File: config.mk
export PLATFORM = sky130hd
export DESIGN_NAME = load_store_unit
export DESIGN_NICKNAME = d
export VERILOG_FILES = /design/src/rtl/load_store_unit.sv
export SDC_FILE = /design/constraint.sdc
export NUM_CORES = 1
export LEC_CHECK = 0
export CAP_MARGIN = 20
export CORE_ASPECT_RATIO = 0.8
export CORE_MARGIN = 2
export CORE_UTILIZATION = 46
export DETAILED_ROUTE_END_ITERATION = 8
export GPL_TIMING_DRIVEN = 0
export PLACE_DENSITY = 0.8
export SYNTH_ARGS = -nofsm -noshare
export SYNTH_HDL_FRONTEND = slang
export SYNTH_SLANG_ARGS = --single-unit
export TNS_END_PERCENT = 50
File: constraint.sdc
create_clock -name clk -period 3.3 [get_ports clk]
set_input_delay 0.825 -clock clk [delete_from_list [all_inputs] [get_ports clk]]
set_output_delay 0.825 -clock clk [all_outputs]
set_load 0.05 [all_outputs]
File: src/rtl/load_store_unit.sv
// Load/store unit: turns RV32 byte/half/word requests into word-aligned bus accesses and formats load data.
// Optional define LSU_MISALIGN_TRAP_EN turns misaligned half/word accesses into error responses.
module load_store_unit #(
    parameter int unsigned TIMEOUT_CYCLES = 255
) (
    input  logic        clk,
    input  logic        rst_n,
    input  logic        req_valid,
    output logic        req_ready,
    input  logic        req_we,
    input  logic [2:0]  req_funct3,
    input  logic [31:0] req_addr,
    input  logic [31:0] req_wdata,
    output logic        resp_valid,
    output logic [31:0] resp_rdata,
    output logic        resp_err,
    output logic [31:0] mem_addr,
    output logic [31:0] mem_wdata,
    output logic [3:0]  mem_wmask,
    output logic        mem_wstrobe,
    output logic        mem_rstrobe,
    input  logic [31:0] mem_rdata,
    input  logic        mem_done
);

    localparam int unsigned CNT_W = 32;

    typedef enum logic [1:0] {
        IDLE   = 2'd0,
        ACCESS = 2'd1,
        RESP   = 2'd2
    } state_t;

    state_t           state;
    state_t           state_nxt;
    logic [2:0]       funct3_q;
    logic [1:0]       addr_lo_q;
    logic             we_q;
    logic [CNT_W-1:0] to_cnt;

    logic             req_illegal_c;
    logic             req_misalign_c;
    logic             timeout_hit_c;

    // Store lane replication: byte/half copied into every lane it may land in.
    function automatic logic [31:0] store_data(input logic [1:0] size, input logic [31:0] wd);
        case (size)
            2'b00:   store_data = {4{wd[7:0]}};
            2'b01:   store_data = {2{wd[15:0]}};
            default: store_data = wd;
        endcase
    endfunction

    function automatic logic [3:0] store_mask(input logic [1:0] size, input logic [1:0] lo);
        case (size)
            2'b00:   store_mask = 4'b0001 << lo;
            2'b01:   store_mask = 4'b0011 << {lo[1], 1'b0};
            default: store_mask = 4'b1111;
        endcase
    endfunction

    // Right-justify the addressed lane, then sign- or zero-extend by funct3.
    function automatic logic [31:0] load_fmt(input logic [2:0] f3, input logic [1:0] lo,
                                             input logic [31:0] word);
        logic [1:0]  sh;
        logic [31:0] w;
        case (f3[1:0])
            2'b00:   sh = lo;
            2'b01:   sh = {lo[1], 1'b0};
            default: sh = 2'b00;
        endcase
        w = word >> {sh, 3'b000};
        case (f3)
            3'b000:  load_fmt = {{24{w[7]}}, w[7:0]};
            3'b100:  load_fmt = {24'd0, w[7:0]};
            3'b001:  load_fmt = {{16{w[15]}}, w[15:0]};
            3'b101:  load_fmt = {16'd0, w[15:0]};
            default: load_fmt = w;
        endcase
    endfunction

    assign req_illegal_c = (req_funct3 == 3'b011) || (req_funct3[2:1] == 2'b11) ||
                           (req_we && req_funct3[2]);

`ifdef LSU_MISALIGN_TRAP_EN
    assign req_misalign_c = ((req_funct3[1:0] == 2'b01) && req_addr[0]) ||
                            ((req_funct3[1:0] == 2'b10) && (req_addr[1:0] != 2'b00));
`else
    assign req_misalign_c = 1'b0;
`endif

    assign timeout_hit_c = (TIMEOUT_CYCLES != 0) && (to_cnt == CNT_W'(TIMEOUT_CYCLES - 1));

    always_ff @(posedge clk or negedge rst_n) begin
        if (!rst_n) state <= IDLE;
        else        state <= state_nxt;
    end

    always_comb begin
        state_nxt = state;
        case (state)
            IDLE: begin
                if (req_valid) begin
                    if (req_illegal_c || req_misalign_c) state_nxt = RESP;
                    else                                  state_nxt = ACCESS;
                end
            end
            ACCESS: begin
                if (mem_done || timeout_hit_c) state_nxt = RESP;
            end
            RESP:    state_nxt = IDLE;
            default: state_nxt = IDLE;
        endcase
    end

    // Registered outputs and request context, all derived from the next state.
    always_ff @(posedge clk or negedge rst_n) begin
        if (!rst_n) begin
            req_ready   <= 1'b1;
            resp_valid  <= 1'b0;
            resp_rdata  <= '0;
            resp_err    <= 1'b0;
            mem_addr    <= '0;
            mem_wdata   <= '0;
            mem_wmask   <= '0;
            mem_wstrobe <= 1'b0;
            mem_rstrobe <= 1'b0;
            funct3_q    <= '0;
            addr_lo_q   <= '0;
            we_q        <= 1'b0;
            to_cnt      <= '0;
        end else begin
            req_ready  <= (state_nxt == IDLE);
            resp_valid <= (state_nxt == RESP);

            if (state == IDLE && req_valid) begin
                funct3_q  <= req_funct3;
                addr_lo_q <= req_addr[1:0];
                we_q      <= req_we;
            end

            if (state == IDLE && state_nxt == ACCESS) begin
                mem_addr    <= {req_addr[31:2], 2'b00};
                mem_wdata   <= req_we ? store_data(req_funct3[1:0], req_wdata) : '0;
                mem_wmask   <= req_we ? store_mask(req_funct3[1:0], req_addr[1:0]) : 4'b0000;
                mem_wstrobe <= req_we;
                mem_rstrobe <= !req_we;
                to_cnt      <= '0;
            end else if (state == ACCESS && state_nxt == ACCESS) begin
                to_cnt <= to_cnt + CNT_W'(1);
            end else begin
                mem_addr    <= '0;
                mem_wdata   <= '0;
                mem_wmask   <= 4'b0000;
                mem_wstrobe <= 1'b0;
                mem_rstrobe <= 1'b0;
            end

            if (state_nxt == RESP && state != RESP) begin
                resp_err   <= !(state == ACCESS && mem_done);
                resp_rdata <= (state == ACCESS && mem_done && !we_q)
                              ? load_fmt(funct3_q, addr_lo_q, mem_rdata) : '0;
            end
        end
    end

endmodule

==> results by group <==
Timing
  – Final Critical Period: 3130 ps
  – Worst Clk Skew: 9.55 ps
  – Final setup slack of the worst path: 173 ps
  – Hold slack: 305 ps
  – RSZ-0062 raised after global routing: false
  – Hold Fails Final Rpt: 0
  – Number of max-slew violations in the final report: 0
  – Slew @ Worst Pin: 1100 ps
  – Sum of negative setup slack: 0 ps
  – Portion of the clock cycle consumed by the worst path in the final layout: 94.8%
  – Count of final setup violators: 0
  – Worst slew margin relative to its limit: 25.7%
  – Maximum achievable frequency: 320 MHz

Detailed routing
  – Drt first-iter violations: 525
  – Number of search-and-repair iterations in the first detailed-routing pass: 5
  – Final routed DRC violation total: 0
  – Post-detailed-route via-to-cell ratio: 5.78
  – Detailed Route WL: 18900 um
  – Antenna Nets Post-Route: 0
  – Routed wire length per instance: 18.7 um
  – Number of vias after detailed routing: 5831

Placed design
  – # port buffers: 206
  – DP Cell Count: 976
  – Detailed Place HPWL: 13500 um
  – DP Worst Slack: -353 ps
  – Post-detailed-placement cell area: 8780 um^2
  – Routability congestion estimate from global placement: 0.876

Critical path
  – Crit path top cell by count: sky130_fd_sc_hd__clkbuf_1
  – Crit path largest cell delay: 510 ps
  – Worst path slowest cell: sky130_fd_sc_hd__clkdlybuf4s50_1
  – Critical path start-end classification: input pin to register
  – Cell-by-cell trace of the critical path: clkdlybuf4s50_1 > or3b_2 > clkbuf_1 > a21oi_1 > or2_2 > o22ai_1 > clkbuf_1 > a221o_1
  – Data arrival time at the worst-slack endpoint: 3420 ps
  – Startpoint class of the critical path: input pin
  – Required arrival time at the worst endpoint: 3600 ps
  – Category of the worst setup path capture point: register
  – Worst-path fanout max: 10
  – Cell family with most CP delay: buffers and inverters
  – Total buffers and inverters traversed by the critical path: 3

Yosys
  – Netlist area before placement: 6460 um^2
  – Yosys warning total: 0
  – Post-synthesis cell type count: 52
  – Number of enable flip-flop cells after synthesis: 0
  – Sequential area share after synthesis: 55.4%
  – Prevailing post-synth register cell: sky130_fd_sc_hd__dfrtp_1
  – Average instance area after synthesis: 11.0 um^2
  – Synth Instances: 588
  – Async S/R FF share, synth: 100%
  – Number of storage elements in the synthesis netlist: 143

Finish
  – Area Growth Syn to Fin: 45.2%
  – Total of fill cells in the finished design: 978
  – Commonest non-fill, non-tap cell in the layout: sky130_fd_sc_hd__clkdlybuf4s50_1
  – Number of diodes added for antenna fixing: 0
  – Leading cell types in the layout, fill and taps excluded: sky130_fd_sc_hd__clkdlybuf4s50_1, sky130_fd_sc_hd__dfrtp_1, sky130_fd_sc_hd__nand2_1
  – Summed area of non-filler cells in the final layout: 9380 um^2
  – Layout cells sized above 1: 7.49%
  – Final Instance Count excl. Fillers: 1008
  – Count of nets after finishing: 921
  – Final core occ: 68.7%

Clock tree
  – Number of clock sinks: 143
  – Clock root buffer: sky130_fd_sc_hd__clkbuf_16
  – Clock-pin slew on the worst setup and hold paths: 60 ps
  – Clk buf depth: 2
  – TritonCTS clock tree: done
  – Number of buffers inserted by hold repair at cts: 0
  – Quantity of gates resized following cts: 0
  – Clk Latency, worst-skew pair: 420 ps
  – Setup Fix Bufs, Post-CTS: 0
  – CTS buffer count: 17
  – Htree depth: 4

Power
  – Pwr/cell area: 634 nW/um^2
  – Total power draw: 5.94 mW
  – Leak Pwr: 4.07 nW
  – Peak supply drop: 0.599 mV

Run status
  – Result of the run: finished, final reports clean

Global route
  – Largest net degree at the start of global routing: 107
  – First-pass GRT wire length: 29600 um
  – Number of antenna violations at the first check in global routing: 0
  – Vias in the first global route: 5814
  – All-Layer GR Usage: 25.6%
  – Grt ovf: 0

Floorplan
  – Area of the die: 15000 um^2
  – Placement row count: 38
  – Die height: 110 um
  – Die width: 136 um
  – Starting Density: 47.3%
  – Core footprint: 13600 um^2
  – Number of top-level design ports: 209

Worst hold path
  – Class of the tightest hold or removal check: input pin to asynchronous set/reset pin

Flow run
  – Maxcap violations: 0
[per-layer routing]
metal | global-route usage, % | part of all wire [%] | up-vias
met3 | 7.59 | 9.7 | 37
li1 | - | - | 2623
met4 | 9.08 | 2.0 | 0
met2 | 41.2 | 47 | 311
met5 | 0 | 0 | -
met1 | 33.1 | 42 | 2860
[final timing paths]
check | to | depth (start not counted) | startpoint | slack (ps)
max reg2reg | resp_rdata[10] | 8 | to_cnt[0] | 540
min in group clk | to_cnt[7] | 1 | to_cnt[7] | 460
max in group asynchronous | mem_addr[6] | 2 | rst_n | 2190
max | resp_rdata[10] | 8 | req_valid | 170
min reg2reg | to_cnt[7] | 1 | to_cnt[7] | 460
min | resp_rdata[19] | 1 | rst_n | 310
[worst register-to-register path: cells and delay by family, from the launching register on]
| kind | cells | cell delay [ps] |
|---|---|---|
| compound gates | 2 | 720 |
| fa+ha+maj | 1 | 160 |
| buf+inv | 2 | 420 |
| flops | 1 | 450 |
| simple gates | 3 | 900 |
[flip-flops by register name, indices dropped and copies added (netlist names)]
name	flops
to_cnt	32
state	2
mem_addr	30
resp_err	1
mem_wmask	4
resp_rdata	32
req_ready	1
we_q	1
mem_wdata	32
resp_valid	1
funct3_q	3
mem_wstrobe	1
addr_lo_q	2
mem_rstrobe	1
[report_power, final]
group	total (mW)	internal, mW	switching (mW)
Sequential	2.16	1.98	0.182
Clock	1.90	1.15	0.752
Combinational	1.87	0.711	1.16
Total	5.94	3.85	2.10
[kinds of logic (layout without fill, tap and decap cells)]
logic type | after synthesis | count (layout) | share of synthesized area (%)
AOI/OAI and AO/OA | 156 | 156 | 17.5
xor gates and xnor gates | 15 | 15 | 2.03
adders and majority gates | 2 | 2 | 0.387
buffers and inverters | 50 | 289 | 3.16
DFF | 143 | 143 | 55.4
muxes | 49 | 49 | 7.85
other | 1 | 2 | 0.0581
and+or+nand+nor | 172 | 172 | 13.6
[area by class of cell]
type / instances / area [um^2] / share of cell area (%)
inverter: 9 / 33.8 / 0.360
tap: 180 / 225 / 2.40
buffer: 41 / 170 / 1.81
sequential: 143 / 3580 / 38.2
clock inverter: 13 / 140 / 1.49
clock buffer: 19 / 453 / 4.83
timing repair buffer: 207 / 2090 / 22.3
multi-input combinational: 396 / 2690 / 28.6
[synthesized netlist by cell type (2+ instances only)]
| cell type | number | area share [%] |
|---|---|---|
| sky130_fd_sc_hd__or3_1 | 7 | 0.68 |
| sky130_fd_sc_hd__buf_4 | 2 | 0.23 |
| sky130_fd_sc_hd__o21ai_0 | 40 | 3.1 |
| sky130_fd_sc_hd__nand2_1 | 52 | 3.0 |
| sky130_fd_sc_hd__and2_1 | 6 | 0.58 |
| sky130_fd_sc_hd__or2_2 | 2 | 0.19 |
| sky130_fd_sc_hd__o31ai_1 | 6 | 0.70 |
| sky130_fd_sc_hd__nor4_1 | 11 | 1.1 |
| sky130_fd_sc_hd__nor2_1 | 39 | 2.3 |
| sky130_fd_sc_hd__or4_1 | 4 | 0.46 |
| sky130_fd_sc_hd__nand4_1 | 10 | 0.97 |
| sky130_fd_sc_hd__ha_1 | 2 | 0.39 |
| sky130_fd_sc_hd__a21oi_1 | 31 | 2.4 |
| sky130_fd_sc_hd__clkbuf_1 | 30 | 1.7 |
| sky130_fd_sc_hd__buf_1 | 7 | 0.41 |
| sky130_fd_sc_hd__mux2_2 | 13 | 2.3 |
| sky130_fd_sc_hd__mux2i_1 | 36 | 5.6 |
| sky130_fd_sc_hd__inv_1 | 9 | 0.52 |
| sky130_fd_sc_hd__dfrtp_1 | 142 | 55 |
| sky130_fd_sc_hd__xnor2_1 | 11 | 1.5 |
| sky130_fd_sc_hd__nor3_1 | 5 | 0.39 |
| sky130_fd_sc_hd__xor2_1 | 4 | 0.54 |
| sky130_fd_sc_hd__or4_4 | 2 | 0.35 |
| sky130_fd_sc_hd__and3_1 | 7 | 0.68 |
| sky130_fd_sc_hd__a221o_1 | 24 | 3.7 |
| sky130_fd_sc_hd__nand3_1 | 13 | 1.0 |
| sky130_fd_sc_hd__a22o_1 | 47 | 6.4 |
| sky130_fd_sc_hd__nor2b_1 | 2 | 0.19 |
Note: power is estimated with default switching activity, not from simulation.
